[config.mk]
export PLATFORM = sky130hd
export DESIGN_NAME = frame_buf_seq
export DESIGN_NICKNAME = d
export VERILOG_FILES = /design/src/rtl/frame_buf_seq.sv
export SDC_FILE = /design/constraint.sdc
export NUM_CORES = 1
export LEC_CHECK = 0
export ABC_AREA = 1
export CORE_MARGIN = 2
export CORE_UTILIZATION = 50
export CTS_BUF_LIST = sky130_fd_sc_hd__clkbuf_4 sky130_fd_sc_hd__clkbuf_8
export CTS_CLUSTER_SIZE = 40
export DETAILED_ROUTE_END_ITERATION = 7
export DONT_BUFFER_PORTS = 1
export GPL_TIMING_DRIVEN = 0
export PLACE_DENSITY = 0.64
export SLEW_MARGIN = 20
export SYNTH_ARGS = -nofsm -noshare
export SYNTH_HDL_FRONTEND = slang
export SYNTH_SLANG_ARGS = --single-unit
[constraint.sdc]
create_clock -name clk -period 8.3 [get_ports clk]
set_clock_uncertainty 0.1 [all_clocks]
set_input_delay 0.415 -clock clk [delete_from_list [all_inputs] [get_ports clk]]
set_output_delay 0.415 -clock clk [all_outputs]
set_load 0.05 [all_outputs]
[src/rtl/frame_buf_seq.sv]
// Frame-buffer sequencer: captures one MAX_ROW x MAX_COL frame into a single-port
// BRAM, then drains it in raster order through a 2-entry fall-through output FIFO.
module frame_buf_seq #(
  parameter int MAX_ROW = 540,
  parameter int MAX_COL = 540,
  parameter int ADDR_W  = 19,
  parameter int RC_W    = 10
) (
  input  logic              clk,
  input  logic              rst_n,
  input  logic              start_i,
  input  logic [7:0]        pixel_i,
  input  logic              pixel_en_i,
  output logic              pixel_rdy_o,
  output logic              ena_o,
  output logic              wea_o,
  output logic [ADDR_W-1:0] addra_o,
  output logic [7:0]        d2mema_o,
  input  logic [7:0]        mem2da_i,
  output logic [7:0]        out_pixel_o,
  output logic              out_valid_o,
  input  logic              out_ready_i,
  output logic [RC_W-1:0]   out_row_o,
  output logic [RC_W-1:0]   out_col_o,
  output logic              out_last_o,
  output logic              busy_o,
  output logic              frame_done_o
);

  localparam logic [1:0] S_IDLE  = 2'd0;
  localparam logic [1:0] S_FILL  = 2'd1;
  localparam logic [1:0] S_DRAIN = 2'd2;

  localparam int                N        = MAX_ROW * MAX_COL;
  localparam logic [ADDR_W-1:0] WR_LAST  = ADDR_W'(N - 1);
  localparam logic [ADDR_W:0]   RD_END   = (ADDR_W + 1)'(N);
  localparam logic [RC_W-1:0]   ROW_LAST = RC_W'(MAX_ROW - 1);
  localparam logic [RC_W-1:0]   COL_LAST = RC_W'(MAX_COL - 1);

  logic [1:0]        state_q, state_d;
  logic [ADDR_W-1:0] wr_addr_q, wr_addr_d;
  logic [ADDR_W:0]   rd_addr_q, rd_addr_d;
  logic [RC_W-1:0]   row_q, row_d;
  logic [RC_W-1:0]   col_q, col_d;
  logic              inflight_q, inflight_d;
  logic [1:0]        cnt_q, cnt_d;
  logic              wptr_q, wptr_d;
  logic              rptr_q, rptr_d;
  logic [7:0]        fifo_q [2];

  logic       wr_fire, rd_fire, out_valid, pop, pop_fifo, push, last_tag;
  logic [2:0] occ_after;
  logic [7:0] head;

  assign wr_fire   = (state_q == S_FILL) && pixel_en_i;
  assign out_valid = (state_q == S_DRAIN) && ((cnt_q != 2'd0) || inflight_q);
  assign pop       = out_valid && out_ready_i;
  assign pop_fifo  = pop && (cnt_q != 2'd0);
  // Read data bypasses the FIFO when it is empty and is consumed the same cycle.
  assign push      = inflight_q && !(pop && (cnt_q == 2'd0));
  assign occ_after = 3'(cnt_q) + 3'(inflight_q) - 3'(pop);
  assign rd_fire   = (state_q == S_DRAIN) && (rd_addr_q < RD_END) && (occ_after <= 3'd1);
  assign last_tag  = (row_q == ROW_LAST) && (col_q == COL_LAST);
  assign head      = (cnt_q != 2'd0) ? fifo_q[rptr_q] : mem2da_i;

  always_comb begin
    state_d    = state_q;
    wr_addr_d  = wr_addr_q;
    rd_addr_d  = rd_addr_q;
    row_d      = row_q;
    col_d      = col_q;
    inflight_d = 1'b0;
    cnt_d      = cnt_q + 2'(push) - 2'(pop_fifo);
    wptr_d     = wptr_q ^ push;
    rptr_d     = rptr_q ^ pop_fifo;
    case (state_q)
      S_IDLE: begin
        if (start_i) begin
          state_d   = S_FILL;
          wr_addr_d = '0;
        end
      end
      S_FILL: begin
        if (wr_fire) begin
          wr_addr_d = wr_addr_q + 1'b1;
          if (wr_addr_q == WR_LAST) begin
            state_d   = S_DRAIN;
            rd_addr_d = '0;
            row_d     = '0;
            col_d     = '0;
          end
        end
      end
      S_DRAIN: begin
        inflight_d = rd_fire;
        if (rd_fire) rd_addr_d = rd_addr_q + 1'b1;
        if (pop) begin
          if (last_tag) begin
            state_d    = S_IDLE;
            row_d      = '0;
            col_d      = '0;
            inflight_d = 1'b0;
            cnt_d      = '0;
            wptr_d     = 1'b0;
            rptr_d     = 1'b0;
          end else if (col_q == COL_LAST) begin
            col_d = '0;
            row_d = row_q + 1'b1;
          end else begin
            col_d = col_q + 1'b1;
          end
        end
      end
      default: state_d = S_IDLE;
    endcase
  end

  always_ff @(posedge clk) begin
    if (!rst_n) begin
      state_q    <= S_IDLE;
      wr_addr_q  <= '0;
      rd_addr_q  <= '0;
      row_q      <= '0;
      col_q      <= '0;
      inflight_q <= 1'b0;
      cnt_q      <= '0;
      wptr_q     <= 1'b0;
      rptr_q     <= 1'b0;
    end else begin
      state_q    <= state_d;
      wr_addr_q  <= wr_addr_d;
      rd_addr_q  <= rd_addr_d;
      row_q      <= row_d;
      col_q      <= col_d;
      inflight_q <= inflight_d;
      cnt_q      <= cnt_d;
      wptr_q     <= wptr_d;
      rptr_q     <= rptr_d;
    end
  end

  // FIFO storage is data only; occupancy control above makes stale entries invisible.
  always_ff @(posedge clk) begin
    if (push) fifo_q[wptr_q] <= mem2da_i;
  end

  always_comb begin
    addra_o = '0;
    if (state_q == S_FILL)       addra_o = wr_addr_q;
    else if (state_q == S_DRAIN) addra_o = rd_addr_q[ADDR_W-1:0];
  end

  assign ena_o        = wr_fire || rd_fire;
  assign wea_o        = wr_fire;
  assign d2mema_o     = wr_fire ? pixel_i : 8'd0;
  assign pixel_rdy_o  = (state_q == S_FILL);
  assign busy_o       = (state_q != S_IDLE);
  assign out_valid_o  = out_valid;
  assign out_pixel_o  = out_valid ? head : 8'd0;
  assign out_row_o    = row_q;
  assign out_col_o    = col_q;
  assign out_last_o   = out_valid && last_tag;
  assign frame_done_o = pop && last_tag;

endmodule

==> results.cfg, run 1 <==
[yosys]
synth_top_family_by_area = simple AND/OR/NAND/NOR gates
synthXorXnorAreaFrac_pct = 3.50
syn_nets = 826
synth.yosys.seq_area_share_pct = 34.6
synth_fa_ha_area_share_pct = 3.47
synth_largest_area_cell = dfxtp_1
synth_compound_area_share_pct = 11.8
post_synth_num_cell_types = 41
yosysTopAreaCellShare_pct = 25.5
post_synth_mux_area_share_pct = 0
yosysWarningCount = 0
post_synth.cell_area_avg_um2 = 6.65
synth.ff_latch_count = 83
synth-simple-area-share_pct = 35.9
netlist_area_um2 = 5260
netlist_top_cells_area = dfxtp_1 25%, nand2_1 11%, edfxtp_1 9.1%
syn_inst = 791

[setup_path]
worst_r2r_path_depth = 20
path_delay_family = buffers and inverters
critical-path-slowest-cell = a21oi_1
sort_of_element_at_the_end_of_the_critical_path = output port
setup.worst_path.start_class = register
critPathMaxFanout = 10
reg2reg_slack_ns = 5.21
slowest_delay_ns = 0.88
timing.critical_path.arrival_ns = 3.19
required_ns = 7.79
r2r-end = rd_addr_q[18]
path_cells = inv_1, ha_1, buf_4, nand2_2, inv_2, clkbuf_1, o21ai_0, a21oi_1
worst_reg2reg_path_startpoint = state_q[0]
cp_num_buf_inv = 4
setup.worst_path.class = register to output port

[grt]
grt_start_max_net_pins = 15
global_route.usage.total_pct = 25.7
first_global_vias = 4806
grt_first_pass_wirelength_um = 23500
antenna_found_initial = 0
grt_remaining_overflow = 0

[layout]
final_layout_size_suffix_gt1_share_pct = 8.03
syn2layout_area_growth_pct = 7.37
layout.cells.most_common = nand2_1
final_cell_mix = 161 x nand2_1, 109 x nor2_1, 96 x inv_1
antenna_cells_inserted = 0
nets = 839

[timing]
grt_setup_unrepaired = no
fmax_ghz = 0.270
timing.setup.tns_ns = 0
layout_worst_path_cycle_share_pct = 44.7
timing.final.max_slew_violations = 0
setup_viol_count_final = 0
fin_crit_ns = 3.71
tightestPinTransition_ns = 1.07
final_report_hold_violation_count = 0
worst_slew_margin_rel_pct = 28.0

[pwr]
cellLeakagePower_nw = 2.07
power_per_cell_area_nw_per_um2 = 241
design_power_total_mw = 1.36
ir_drop_worst_case_vdd_mv = 0.0994

[clock_tree]
clock-root-buffer = clkbuf_8
clk_pin_slew_worst_paths_ns = 0.09
cts_tree = done
cts-hold-fix-buffers = 0
cts_inserted_buffers = 9
ctsLongestPathBuffers = 2
clk-insertion-delay-late_ns = 0.37
maximum_level_of_the_cts_h_tree = 3
cts_post_setup_buffers_inserted = 0
cts_resized = 0
cts_sinks = 83

[detailed_routing]
detail_route.wirelength_um = 14100
drt-initial-drc-count = 429
routed-via-count = 5093
ant_nets = 0
routed_wire_length_per_instance_um = 15.0
detail_route.first_pass.iterations = 6
drc = 0
drt-vias-per-instance = 5.39

[hold_path]
timing.hold.worst_path_depth = 0
min_to = fifo_q[0][3]
worstHoldStart = mem2da_i[3]
min-delay-path-class = input pin to register

[floorplan]
fp.dieW_um = 107
initial_utilization_pct = 51.2
placeableCoreArea_um2 = 10300
boundaryPins = 83
rows = 37
die-area_um2 = 11400
dieHeight_um = 107

[run]
drv.max_cap_violation_count = 0

[placed_design]
io_buffers = 0
place.gp.congestion = 0.965
detailedPlacementHpwl_um = 10700

[run_status]
run_status = finished, final reports clean
logic make-up after synthesis:
group	count (synthesis)
xor+xnor	21
buf+inv	135
fa+ha+maj	14
simple gates	421
flops	83
compound gates	117
cell type report:
| cell class | count | area, um2 |
|---|---|---|
| plain buffers | 30 | 170 |
| clock buffers | 10 | 131 |
| clock inverters | 6 | 66.3 |
| fillers | 1062 | 4630 |
| inverters | 105 | 394 |
| multi-input cells | 573 | 2880 |
| flip-flops and latches | 83 | 1820 |
| well taps | 136 | 170 |
| repair buffers | 2 | 11.3 |
per-stage QoR:
step | std cells | cell area (um2) | hold WS (ns) | util, % | worst slack (ns)
6_report | 945 | 5650 | 0.0357 | 55.0 | 4.59
5_1_grt | 945 | 5650 | 0.0155 | 55.0 | 4.38
4_1_cts | 945 | 5640 | 0.0219 | 54.9 | 4.57
3_5_place_dp | 929 | 5450 | 0.357 | 53.0 | 4.99
3_3_place_gp | 927 | 5430 | 0.354 | 52.8 | 4.79
2_1_floorplan | 791 | 5260 | 0.338 | - | 5.25
worst max-delay path by stage:
stage | from | end | cells past startpoint
final | state_q[0] | out_pixel_o[5] | 8
after global routing | state_q[0] | out_pixel_o[2] | 8
after detailed placement | state_q[0] | out_pixel_o[5] | 8
after floorplan | out_row_o[0] | frame_done_o | 5
after CTS | state_q[0] | out_pixel_o[5] | 8
after global placement | out_row_o[0] | frame_done_o | 5
per-layer routing:
| metal | up-vias | routed length [um] | part of all wire (%) | track usage, % |
|---|---|---|---|---|
| met3 | 27 | 1090 | 7.7 | 7.60 |
| met5 | - | 0 | 0 | 0 |
| li1 | 2594 | - | - | - |
| met4 | 0 | 299 | 2.1 | 8.91 |
| met2 | 164 | 6580 | 47 | 41.4 |
| met1 | 2308 | 6160 | 44 | 32.9 |
cell usage after synthesis (all sizes together):
library cell  count
a211oi            3
a21o              1
a21oi            60
a22oi             1
and2              1
buf              14
clkbuf           16
clkinv            3
dfxtp            67
edfxtp           16
fa                1
ha               13
inv             102
nand2           173
nand3            74
nand4            18
nor2            116
nor3             31
nor3b             3
nor4              3
o21a              1
o21ai            49
o21bai            2
or2               1
or3               1
xnor2             6
xor2             15
registers in the layout, indices dropped and copies added, names as in the netlist, named ones only:
| name | count |
|---|---|
| rd_addr_q | 20 |
| wr_addr_q | 19 |
| fifo_q | 16 |
| out_col_o | 10 |
| out_row_o | 10 |
| cnt_q | 2 |
| state_q | 2 |
| inflight_q | 1 |
| rptr_q | 1 |
| wptr_q | 1 |
power by group:
group / switching (mW) / internal, mW
Sequential: 0.0578 / 0.433
Combinational: 0.429 / 0.144
Clock: 0.156 / 0.142
(Power assumes the default switching activity.)
==> run 2, diff against run 1 <==
--- a/config.mk
+++ b/config.mk
@@ -5,7 +5,7 @@
 export SDC_FILE = /design/constraint.sdc
 export NUM_CORES = 1
 export LEC_CHECK = 0
-export ABC_AREA = 1
+export ABC_AREA = 0
 export CORE_MARGIN = 2
 export CORE_UTILIZATION = 50
 export CTS_BUF_LIST = sky130_fd_sc_hd__clkbuf_4 sky130_fd_sc_hd__clkbuf_8
==> constraint.sdc (replaced) <==
create_clock -name clk -period 3.6 [get_ports clk]
set_clock_uncertainty 0.1 [all_clocks]
set_input_delay 0.18 -clock clk [delete_from_list [all_inputs] [get_ports clk]]
set_output_delay 0.18 -clock clk [all_outputs]
set_load 0.05 [all_outputs]
==> run 2 against run 1 <==
Against the previous run: the flow now finishes with violations (negative setup slack); critical path depth is 6 higher; clock-buffer cell count stayed put; combinational power grew to 2.8 times the previous value; global-route usage is 0.62 points higher.
==> results.cfg, run 2 <==
[run_status]
run_status = finished, violations left
failed_checks = negative setup slack

[setup_path]
critical_path.startpoint = cnt_q[1]
required_ns = 3.79
setup.worst_path.start_class = register
reg2reg_slack_ns = -0.10
r2r-end = rd_addr_q[3]
worst_r2r_path_depth = 14
timing.critical_path.to = rd_addr_q[3]
timing.critical_path.arrival_ns = 3.90
critPathMaxFanout = 8
worst_reg2reg_path_startpoint = cnt_q[1]
sort_of_element_at_the_end_of_the_critical_path = register
setup.worst_path.class = register to register

[yosys]
yosysTopAreaCellShare_pct = 27.2
post_synth_most_frequent_cells = 73 x nand2_1, 67 x dfxtp_1, 42 x nor2_1
netlist_area_um2 = 4930
syn_inst = 593
edff_count_synth = 16
synth_largest_area_cell = dfxtp_1
synth-simple-area-share_pct = 28.8
synth_fa_ha_area_share_pct = 3.71
synth.ff_latch_count = 83
yosysWarningCount = 0
synth.yosys.seq_area_share_pct = 37.0
yosys.cell_count.top_type = nand2_1
post_synth_num_cell_types = 67
synthXorXnorAreaFrac_pct = 3.20
post_synth_mux_area_share_pct = 2.87
syn_nets = 628
synth_top_family_by_area = simple AND/OR/NAND/NOR gates
synth_compound_area_share_pct = 19.6
async_reset_ff_share_pct = 0
netlist_top_cells_area = dfxtp_1 27%, edfxtp_1 9.8%, nand2_1 5.6%
post_synth.cell_area_avg_um2 = 8.31
yosys_most_used_dff = dfxtp_1

[timing]
fin_crit_ns = 3.70
timing.final.max_slew_violations = 0
layout_setup_ws_ns = -0.102
fmax_ghz = 0.270
hold_slack_ns = 0.0503
grt_setup_unrepaired = yes
worst_slew_margin_rel_pct = 29.4
final_report_hold_violation_count = 0
setup_viol_count_final = 10
tightestPinTransition_ns = 1.05
layout_worst_path_cycle_share_pct = 103

[clock_tree]
cts_sinks = 83
clock-root-buffer = clkbuf_8
ctsLongestPathBuffers = 2
clk_pin_slew_worst_paths_ns = 0.09
maximum_level_of_the_cts_h_tree = 3
cts_tree = done
clk-insertion-delay-late_ns = 0.37
cts_inserted_buffers = 9

[detailed_routing]
detail_route.first_pass.iterations = 5
ant_nets = 0
routed-via-count = 4770
detail_route.wirelength_um = 14200
drc = 0
routed_wire_length_per_instance_um = 18.7
drt-vias-per-instance = 6.28
drt-initial-drc-count = 263

[layout]
final_layout_size_suffix_gt1_share_pct = 14.5
largest_register_ff_count = 20
largest_registers = rd_addr_q (20), wr_addr_q (19), fifo_q (16)
antenna_cells_inserted = 0
final_cell_mix = 71 x nand2_1, 64 x dfxtp_1, 41 x nor2_1
layout.cells.most_common = nand2_1
filler_cell_count = 882
syn2layout_area_growth_pct = 18.4
register_name_with_the_most_flops = rd_addr_q
fin_util_pct = 60.2
nets = 657

[floorplan]
die-area_um2 = 10700
boundaryPins = 83
fp.dieW_um = 103
initial_utilization_pct = 50.9
rows = 36
placeableCoreArea_um2 = 9680
dieHeight_um = 103

[pwr]
cellLeakagePower_nw = 1.78
intPower_mw = 1.86
seqPwrFrac_pct = 30.4
ir_drop_worst_case_vdd_mv = 0.401
swShare_pct = 45.3
design_power_total_mw = 3.40
share_comb_of_total_power_pct = 47.1
power_per_cell_area_nw_per_um2 = 584
power.switching_mw = 1.54
clock_power_share_pct = 22.6

[grt]
global_route.usage.total_pct = 26.3
grt_start_max_net_pins = 15
first_global_vias = 4301
grt_util_met3_pct = 4.30
use_met2_pct = 42.1
antenna_found_initial = 0
grt_first_pass_wirelength_um = 21900
globalRoute.busiestLayer = met2
grt_remaining_overflow = 0
globalRouteMet1Util_pct = 34.9

[run]
drv.max_cap_violation_count = 0

[placed_design]
detailedPlacementHpwl_um = 9850
io_buffers = 0
place.gp.congestion = 0.882

[hold_path]
min-delay-path-class = input pin to register
## run 2: changes by cell type after synthesis, sizes merged, moves of 12 or more
cell | before | now
nand2 | 173 | 73
inv | 102 | 17
nor2 | 116 | 42
nand3 | 74 | 22
a21oi | 60 | 32
o31ai | 0 | 23
and3 | 0 | 18
or4 | 0 | 17
nor3 | 31 | 16
mux2i | 0 | 13
nor4 | 3 | 15
## run 2: what timing repair did
action	4_1_cts	5_1_grt
pin swaps	6	13
hold endpoints to repair	16	0
cloned	0	2
hold buffers	8	0
setup endpoints to repair	21	31
gates resized for setup	39	17
buffers inserted	8	2
## run 2: how the worst min path moves through the flow
stage	start	to	slack, ns	cells after the start
global placement	mem2da_i[3]	fifo_q[1][3]	0.18	0
finish	rst_n	wr_addr_q[3]	0.05	2
CTS	rst_n	wr_addr_q[4]	0.04	2
floorplan	mem2da_i[0]	fifo_q[0][0]	0.18	0
global route	rst_n	wr_addr_q[4]	0.09	2
detailed placement	mem2da_i[1]	fifo_q[0][1]	0.18	0
## run 2: layer usage
metal | part of all wire [%] | wire [um]
met4 | 2.7 | 380
met3 | 5.9 | 838
met5 | 0 | 0
met1 | 43 | 6160
met2 | 48 | 6820
## run 2: power groups by stage
stage	logic [mW]	clock network [mW]	registers (mW)
final	1.60	0.768	1.03
after global routing	1.69	0.803	1.04
after CTS	1.40	0.774	1.03
after detailed placement	1.22	0	1.06
after global placement	1.20	0	1.05
after floorplan	0.891	0	1.05
## run 2: final cells by class
cell class	count	area, um2	share of cell area [%]
buffer	37	176	3.03
clock inverter	6	88.8	1.52
clock buffer	10	131	2.25
multi-input combinational	453	3150	54.1
inverter	18	71.3	1.22
sequential	83	1830	31.4
tap	133	166	2.85
timing repair buffer	20	213	3.65
## run 2: cells by family after synthesis
kind of cell	after synthesis
AOI/OAI and AO/OA	146
xor gates and xnor gates	18
adders and majority gates	14
buffers and inverters	57
DFF	83
muxes	14
and+or+nand+nor	261
## run 2: critical path: stages (launching register included)
cell	delay [ns]
dfxtp_4	0.35
or2_4	0.26
o21ai_4	0.17
clkinvlp_4	0.30
nand2_4	0.16
xnor2_2	0.12
ha_2	0.19
inv_2	0.03
fa_1	0.48
nand2_2	0.06
or4_4	0.49
o21a_4	0.26
buf_6	0.13
or4_1	0.39
a21oi_1	0.15
## run 2: metrics by stage
step	TNS, ns	worst slack (ns)	instances	cell area, um2
3_5_place_dp	-14.73	-0.807	726	5170
5_1_grt	-2.76	-0.213	760	5830
2_1_floorplan	-3.58	-0.252	593	4960
6_report	-0.615	-0.102	760	5830
3_3_place_gp	-10.46	-0.602	726	5130
4_1_cts	-1.01	-0.109	757	5670
